===== src/rtl/lif_spike_generator.sv =====
// Leaky integrate-and-fire neuron: saturating 8-bit membrane, arithmetic-shift leak, refractory FSM.
// Optional LIF_SPIKE_COUNT_EN adds a saturating 16-bit spike_count output.
module lif_spike_generator #(
    parameter int REFRACT_W = 4
) (
    input  logic                        clk,
    input  logic                        reset,
    input  logic                        enable,
    input  logic signed [7:0]           input_current,
    input  logic signed [7:0]           threshold,
    input  logic        [2:0]           decay_shift,
    input  logic        [REFRACT_W-1:0] refractory_period,
    output logic                        spike_out,
    output logic signed [7:0]           membrane_potential,
`ifdef LIF_SPIKE_COUNT_EN
    output logic        [15:0]          spike_count,
`endif
    output logic                        in_refractory
);

    typedef enum logic {INTEGRATE = 1'b0, REFRACTORY = 1'b1} state_t;

    state_t                state_q, state_d;
    logic signed [7:0]     v_q, v_d;
    logic [REFRACT_W-1:0]  cnt_q, cnt_d;
    logic                  spike_q, spike_d;
    logic signed [7:0]     leak;
    logic signed [9:0]     sum;
    logic signed [7:0]     sat;

    function automatic logic signed [7:0] sat8(input logic signed [9:0] x);
        if (x > 10'sd127)       return 8'sd127;
        else if (x < -10'sd128) return -8'sd128;
        else                    return x[7:0];
    endfunction

    // Shift by zero would return v itself, so no-leak is an explicit case.
    assign leak = (decay_shift == 3'd0) ? 8'sd0 : (v_q >>> decay_shift);
    assign sum  = 10'(v_q) - 10'(leak) + 10'(input_current);
    assign sat  = sat8(sum);

    always_comb begin
        state_d = state_q;
        v_d     = v_q;
        cnt_d   = cnt_q;
        spike_d = 1'b0;
        if (enable) begin
            case (state_q)
                INTEGRATE: begin
                    if (sat >= threshold) begin
                        spike_d = 1'b1;
                        v_d     = 8'sd0;
                        if (refractory_period != '0) begin
                            state_d = REFRACTORY;
                            cnt_d   = refractory_period;
                        end
                    end else begin
                        v_d = sat;
                    end
                end
                REFRACTORY: begin
                    v_d = 8'sd0;
                    if (cnt_q <= {{(REFRACT_W-1){1'b0}}, 1'b1}) begin
                        state_d = INTEGRATE;
                        cnt_d   = '0;
                    end else begin
                        cnt_d = cnt_q - {{(REFRACT_W-1){1'b0}}, 1'b1};
                    end
                end
                default: begin
                    state_d = INTEGRATE;
                    v_d     = 8'sd0;
                    cnt_d   = '0;
                end
            endcase
        end
    end

    always_ff @(posedge clk) begin
        if (reset) begin
            state_q <= INTEGRATE;
            v_q     <= 8'sd0;
            cnt_q   <= '0;
            spike_q <= 1'b0;
        end else begin
            state_q <= state_d;
            v_q     <= v_d;
            cnt_q   <= cnt_d;
            spike_q <= spike_d;
        end
    end

`ifdef LIF_SPIKE_COUNT_EN
    logic [15:0] count_q, count_d;

    always_comb begin
        count_d = count_q;
        if (spike_d && (count_q != 16'hFFFF)) count_d = count_q + 16'd1;
    end

    always_ff @(posedge clk) begin
        if (reset) count_q <= 16'd0;
        else       count_q <= count_d;
    end

    assign spike_count = count_q;
`endif

    assign spike_out          = spike_q;
    assign membrane_potential = v_q;
    assign in_refractory      = (state_q == REFRACTORY);

endmodule

===== config.mk =====
export PLATFORM = sky130hd
export DESIGN_NAME = lif_spike_generator
export DESIGN_NICKNAME = d
export VERILOG_FILES = /design/src/rtl/lif_spike_generator.sv
export SDC_FILE = /design/constraint.sdc
export NUM_CORES = 1
export LEC_CHECK = 0
export CORE_MARGIN = 2
export CORE_UTILIZATION = 57
export DETAILED_ROUTE_END_ITERATION = 8
export PLACE_DENSITY = 0.84
export RECOVER_POWER = 100
export SYNTH_ARGS = -nofsm -noshare
export SYNTH_HDL_FRONTEND = slang
export SYNTH_SLANG_ARGS = --single-unit

===== constraint.sdc =====
create_clock -name clk -period 16.17 [get_ports clk]
set_input_delay 4.0425 -clock clk [delete_from_list [all_inputs] [get_ports clk]]
set_output_delay 4.0425 -clock clk [all_outputs]
set_load 0.01 [all_outputs]

# ---- After elaboration in Yosys (flattened, before gate mapping)
# Index checks and enable logic that the tools add are counted.
dict set report word_totals {
  output_inout_bits 10
  word_cells 34
  register_bits 14
  input_bits 26
}
dict set report classes {
  n_mux 14
  bitwise_logic 2
  n_eq_ne 2
  n_lt_le_gt_ge 4
  n_shift 1
  reduce_logical 4
  add_sub_neg 3
}
# op count
set op_table {}
lappend op_table {{8-bit 2-to-1 mux} 4}
lappend op_table {{8-bit one-hot mux with 2 select lines} 1}
lappend op_table {{4-bit 2-to-1 mux} 3}
lappend op_table {{9-bit by 8-bit adder with 10-bit output} 1}
lappend op_table {{10-bit by 8-bit greater-than comparator with 1-bit output (second input constant)} 1}
lappend op_table {{10-bit by 8-bit < comparator with 1-bit output (second input constant)} 1}
lappend op_table {{8-bit by 8-bit subtractor with 9-bit output} 1}
lappend op_table {{8-bit >= comparator} 1}
lappend op_table {{4-bit one-hot mux with 2 select lines} 1}
lappend op_table {{8-bit by 3-bit >>> shifter with 8-bit output} 1}
lappend op_table {{4-bit by 1-bit <= comparator with 1-bit output (second input constant)} 1}
lappend op_table {{1-bit 2-to-1 mux} 4}
lappend op_table {{2-bit inequality test (second input constant)} 2}
lappend op_table {{4-bit nonzero test} 1}
lappend op_table {{4-bit by 1-bit subtractor with 4-bit output (second input constant)} 1}
lappend op_table {{3-bit zero test} 1}
lappend op_table {{3-bit AND reduction} 1}
lappend op_table {{3-bit OR reduction} 1}
lappend op_table {{1-bit NOT} 2}
lappend op_table {{1-bit one-hot mux with 2 select lines} 1}

# ---- Depth between registers and ports, before layout
dict set report logic_depth {
  depth_word 10
  depth_mapped 23
  depth_no_buf 21
}

# ---- Least setup slack after synthesis
# No wires, ideal clock.
dict set report synth_timing {
  kind {input to register}
  from {input port decay_shift[0]}
  to {register v_q[3], in the netlist membrane_potential[3]}
  path_stages 21
  setup_slack_ns 7.567
  setup_ns 0.101
  t_required_ns 16.069
  n_path_buf 3
  t_arrival_ns 8.502
  path_cell_list {clkbuf_1 > mux4_2 > inv_1 > o31ai_1 > fa_1 > inv_1 > ha_1 > o211ai_2 > or3_4 > a21oi_2 > a2bb2oi_4 > buf_6 > o21ai_0 > and2_1 > ha_1 > nand2b_1 > a211oi_1 > o211ai_1 > and2_1 > clkbuf_1 > o41ai_1}
}
dict set report synth_via {
  elab_chain_cells 10
  word_cells_on_any_way 12
  classes_between {add/sub (2); order compare (3); shift (1); mux (5); reduce/logical (1)}
}
# element line
set synth_lines {}
lappend synth_lines {{start: declaration} 11} ;# input logic [2:0] decay_shift,
lappend synth_lines {{8-bit by 3-bit >>> shifter with 8-bit output or 3-bit zero test (tied branches)} 38} ;# assign leak = (decay_shift == 3'd0) ? 8'sd0 : (v_q >>> decay_shift);
lappend synth_lines {{8-bit 2-to-1 mux *} 38}
lappend synth_lines {{8-bit by 8-bit subtractor with 9-bit output *} 39} ;# assign sum = 10'(v_q) - 10'(leak) + 10'(input_current);
lappend synth_lines {{9-bit by 8-bit adder with 10-bit output *} 39}
lappend synth_lines {{10-bit by 8-bit < comparator with 1-bit output} 33} ;# else if (x < -10'sd128) return -8'sd128;
lappend synth_lines {{8-bit 2-to-1 mux} 33}
lappend synth_lines {{8-bit 2-to-1 mux *} 32} ;# if (x > 10'sd127) return 8'sd127;
lappend synth_lines {{8-bit >= comparator} 50} ;# if (sat >= threshold) begin
lappend synth_lines {{8-bit 2-to-1 mux *} 50}
lappend synth_lines {{8-bit one-hot mux with 2 select lines *} 48} ;# case (state_q)
lappend synth_lines {{end signal: assignment} 87} ;# v_q <= v_d;
lappend synth_lines {{end: declaration} 24} ;# logic signed [7:0] v_q, v_d;
# Mark *: on every way between the ends. The rest lies on a longest branch, timed or not.
# A chain may end at the register's enable or synchronous reset.

# ---- Worst setup path after layout
dict set report layout_timing {
  from {input port decay_shift[1]}
  to {register v_q[2], in the netlist membrane_potential[2]}
}
# The elaborated chain is that of the path after synthesis.

==> run summary <==
FINISH
-----------------------------------------------------------------------------------------
Number of filler cells placed in the layout ................................          246
Ratio of cells with drive above 1 in the final layout ......................        6.09%
Synthesis-to-layout area growth ............................................        21.4%
Final nets .................................................................          334
Antenna Cells ..............................................................            0

GLOBAL ROUTING
-----------------------------------------------------------------------------------------
Antenna violations before repair ...........................................            0
Total global-route track usage .............................................        24.1%
Overall overflow remaining after global route ..............................            0
First-pass GRT wire length .................................................      6.82 mm
Via count of the first global-routing pass .................................         1546
Largest net degree at the start of global routing ..........................           16

CLOCK TREE
-----------------------------------------------------------------------------------------
Clock tree from TritonCTS ..................................................        built
Number of sinks driven by the clock tree ...................................           14
Number of buffers created by CTS ...........................................            3
CTS clk-pin slew, worst paths ..............................................      0.10 ns
Post-cts resize count ......................................................            0
Clock insertion delay at the later pin of the skew report ..................      0.29 ns
Post-CTS Setup Repair Bufs .................................................            0
Hold buffer count at cts ...................................................            0
Buffer cell driving the clock tree root ....................................     clkbuf_4
Total number of H-tree levels ..............................................            1
Number of buffers between clock root and the deepest sink ..................            2

ROUTING
-----------------------------------------------------------------------------------------
Iteration-0 DRC count of the detailed router ...............................          120
Remaining number of nets flagged by the antenna check after routing ........            0
DRC violations left ........................................................            0
Drt pass-1 iters ...........................................................            4
Post-detailed-route via-to-cell ratio ......................................         5.60
Total number of vias .......................................................         1808
Per-cell routed wire length ................................................      12.8 um
Wirelength, routed .........................................................      4.15 mm

STA
-----------------------------------------------------------------------------------------
Final critical-path required period ........................................      9.51 ns
Hold Fails Final Rpt .......................................................            0
Maximum clock frequency ....................................................    0.105 GHz
Worst-case clock skew ......................................................    0.0129 ns
Final number of max-transition violations ..................................            0
Aggregate negative setup slack .............................................         0 ns
Max-slew headroom at the worst pin .........................................        53.7%
Tcrit/Tclk final ...........................................................        58.8%
Unrepaired setup endpoints after global routing ............................           no
Transition time at the pin with the least slew margin ......................     0.694 ns
Final Setup Violations .....................................................            0
Worst hold slack after final layout ........................................     0.522 ns

SYNTHESIS
-----------------------------------------------------------------------------------------
Area share of the largest cell type after synthesis ........................        15.1%
Most frequently used cell type in the post-synthesis netlist ...............        inv_1
Top_reg_cell synth .........................................................      dfxtp_1
Post-Syn Area per Cell .....................................................     7.50 um2
Post-Synthesis Cells .......................................................          248
Number of flops mapped to enable cells by yosys ............................            0
Top cells by instance count after synthesis ................................ inv_1, a21oi_1, ha_1
Post-synth cell types ......................................................           48
Net Count, Synth ...........................................................          302
Portion of the post-synthesis area used by sequential elements .............        15.1%
Netlist area before placement ..............................................  0.00186 mm2
Synth top area cells ....................................................... dfxtp_1, ha_1, inv_1
Warning count from the yosys run ...........................................            0
Cell taking the most area after synthesis ..................................      dfxtp_1
Synth Register Bits ........................................................           14
Proportion of register bits with asynchronous set or reset after synthesis .           0%

JOB
-----------------------------------------------------------------------------------------
Maximum capacitance violations .............................................            0

POWER AND IR DROP
-----------------------------------------------------------------------------------------
Power, Total ...............................................................     0.451 mW
Power per standard cell area ...............................................   200 mW/mm2
Static power due to leakage ................................................      1.01 nW
Max rail drop VDD ..........................................................     0.120 mV

CRITICAL PATH
-----------------------------------------------------------------------------------------
Maximum fanout along the worst path ........................................           15
Worst endpoint required time ...............................................     16.35 ns
Data arrival time of the worst path ........................................      9.70 ns
Element type at the critical path start ....................................    input pin
Critical path capture point type ...........................................     register
Setup Crit Path Kind .......................................................       in2reg
Critical R2R Launch ........................................................ membrane_potential[7]
Crit path from ............................................................. decay_shift[1]

MIN PATH
-----------------------------------------------------------------------------------------
Class of the tightest hold or removal check ................................      reg2reg
Min-delay src .............................................................. membrane_potential[3]

FLOORPLAN
-----------------------------------------------------------------------------------------
Number of ports placed on the die boundary .................................           36
Row count ..................................................................           20
Horizontal die dimension ...................................................      61.1 um
Die Area ...................................................................  0.00374 mm2
Vertical die dimension .....................................................      61.1 um
Core Box Area ..............................................................  0.00308 mm2
Starting density of the core ...............................................        60.4%

PLACEMENT
-----------------------------------------------------------------------------------------
Detailed placement HPWL ....................................................      3.32 mm
Port Buffer Count ..........................................................           35
Final estimated routing congestion in global placement .....................        0.917

STATUS
-----------------------------------------------------------------------------------------
Result of the run .......................................................... finished, final reports clean

placed cells by master (no fill, tap or decap), drive strengths merged, types with 2 or more instances in the layout:
master         instances
nand3b                 2
mux2i                  3
nor3                   7
nor2                  20
a221oi                 3
clkdlybuf4s50         24
or3                    2
o211ai                 3
nand3                  2
inv                   47
xnor2                  3
a211oi                 8
o21a                   2
o21ai                 15
a21oi                 24
nand2b                 5
clkbuf                 4
fa                     8
o41ai                  4
nand2                 18
dfxtp                 14
o31ai                  3
a21o                   4
nor2b                  3
ha                    20
and2                   2
dlygate4sd3           11
xor2                   3
o22ai                  3
sequential cells by signal, indices dropped and copies added (netlist names):
signal	count
membrane_potential	8
spike_out	1
in_refractory	1
cnt_q	4
kinds of logic after synthesis:
group | share of synthesized area [%]
AOI/OAI and AO/OA | 28.2
and+or+nand+nor | 16.9
buffers and inverters | 11.5
adders and majority gates | 22.1
DFF | 15.1
xor gates and xnor gates | 2.83
muxes | 3.43
critical path, cell delays in order:
cell and delay, ns:
dlygate4sd3_1 0.72, nor2b_1 0.24, a221oi_1 0.30, a21oi_1 0.10, fa_1 0.51, inv_1 0.08
fa_1 0.48, a211oi_1 0.24, o21ai_0 0.18, and4_1 0.28, o22ai_1 0.57, nand2_1 0.17
and2_0 0.18, ha_1 0.26, nand2b_1 0.14, a211oi_1 0.26, o211ai_1 0.20, a21oi_1 0.38
nor2_1 0.10, a211oi_1 0.27
layer usage:
metal  vias up  routed length, um  GRT usage (%)
li1        916                  -              -
met1       826               2010           35.7
met2        64               1840           37.1
met3         2                276           4.41
met4         0                 23           4.04
met5         -                  0              0
stage by stage:
stage	worst slack (ns)	std cells	utilization [%]	cell area [um2]
2_1_floorplan	7.57	248	-	1860
3_3_place_gp	6.73	319	72.4	2230
3_5_place_dp	6.70	319	72.4	2230
4_1_cts	6.93	323	73.5	2260
5_1_grt	6.32	323	73.3	2260
6_report	6.66	323	73.3	2260
path summary, 6_finish.rpt:
| path | cells past startpoint | end | slack, ns |
|---|---|---|---|
| min | 2 | membrane_potential[3] | 0.52 |
| max | 20 | membrane_potential[2] | 6.66 |
| min reg2reg | 2 | membrane_potential[3] | 0.52 |
| max reg2reg | 20 | membrane_potential[2] | 10.79 |
power breakdown:
part	internal, mW	switching (mW)
Clock	0.0137	0.0130
Sequential	0.0463	0.0136
Combinational	0.156	0.208
Total	0.216	0.235
cell type report:
class	count	area, um2	share of cell area, %
Sequential cell	14	280	12.4
Inverter	47	176	7.82
Timing Repair Buffer	35	350	15.5
Multi-Input combinational cell	179	1360	60.2
Tap cell	44	55.1	2.44
Clock buffer	4	36.3	1.61
Power figures use the tool's default switching activity.
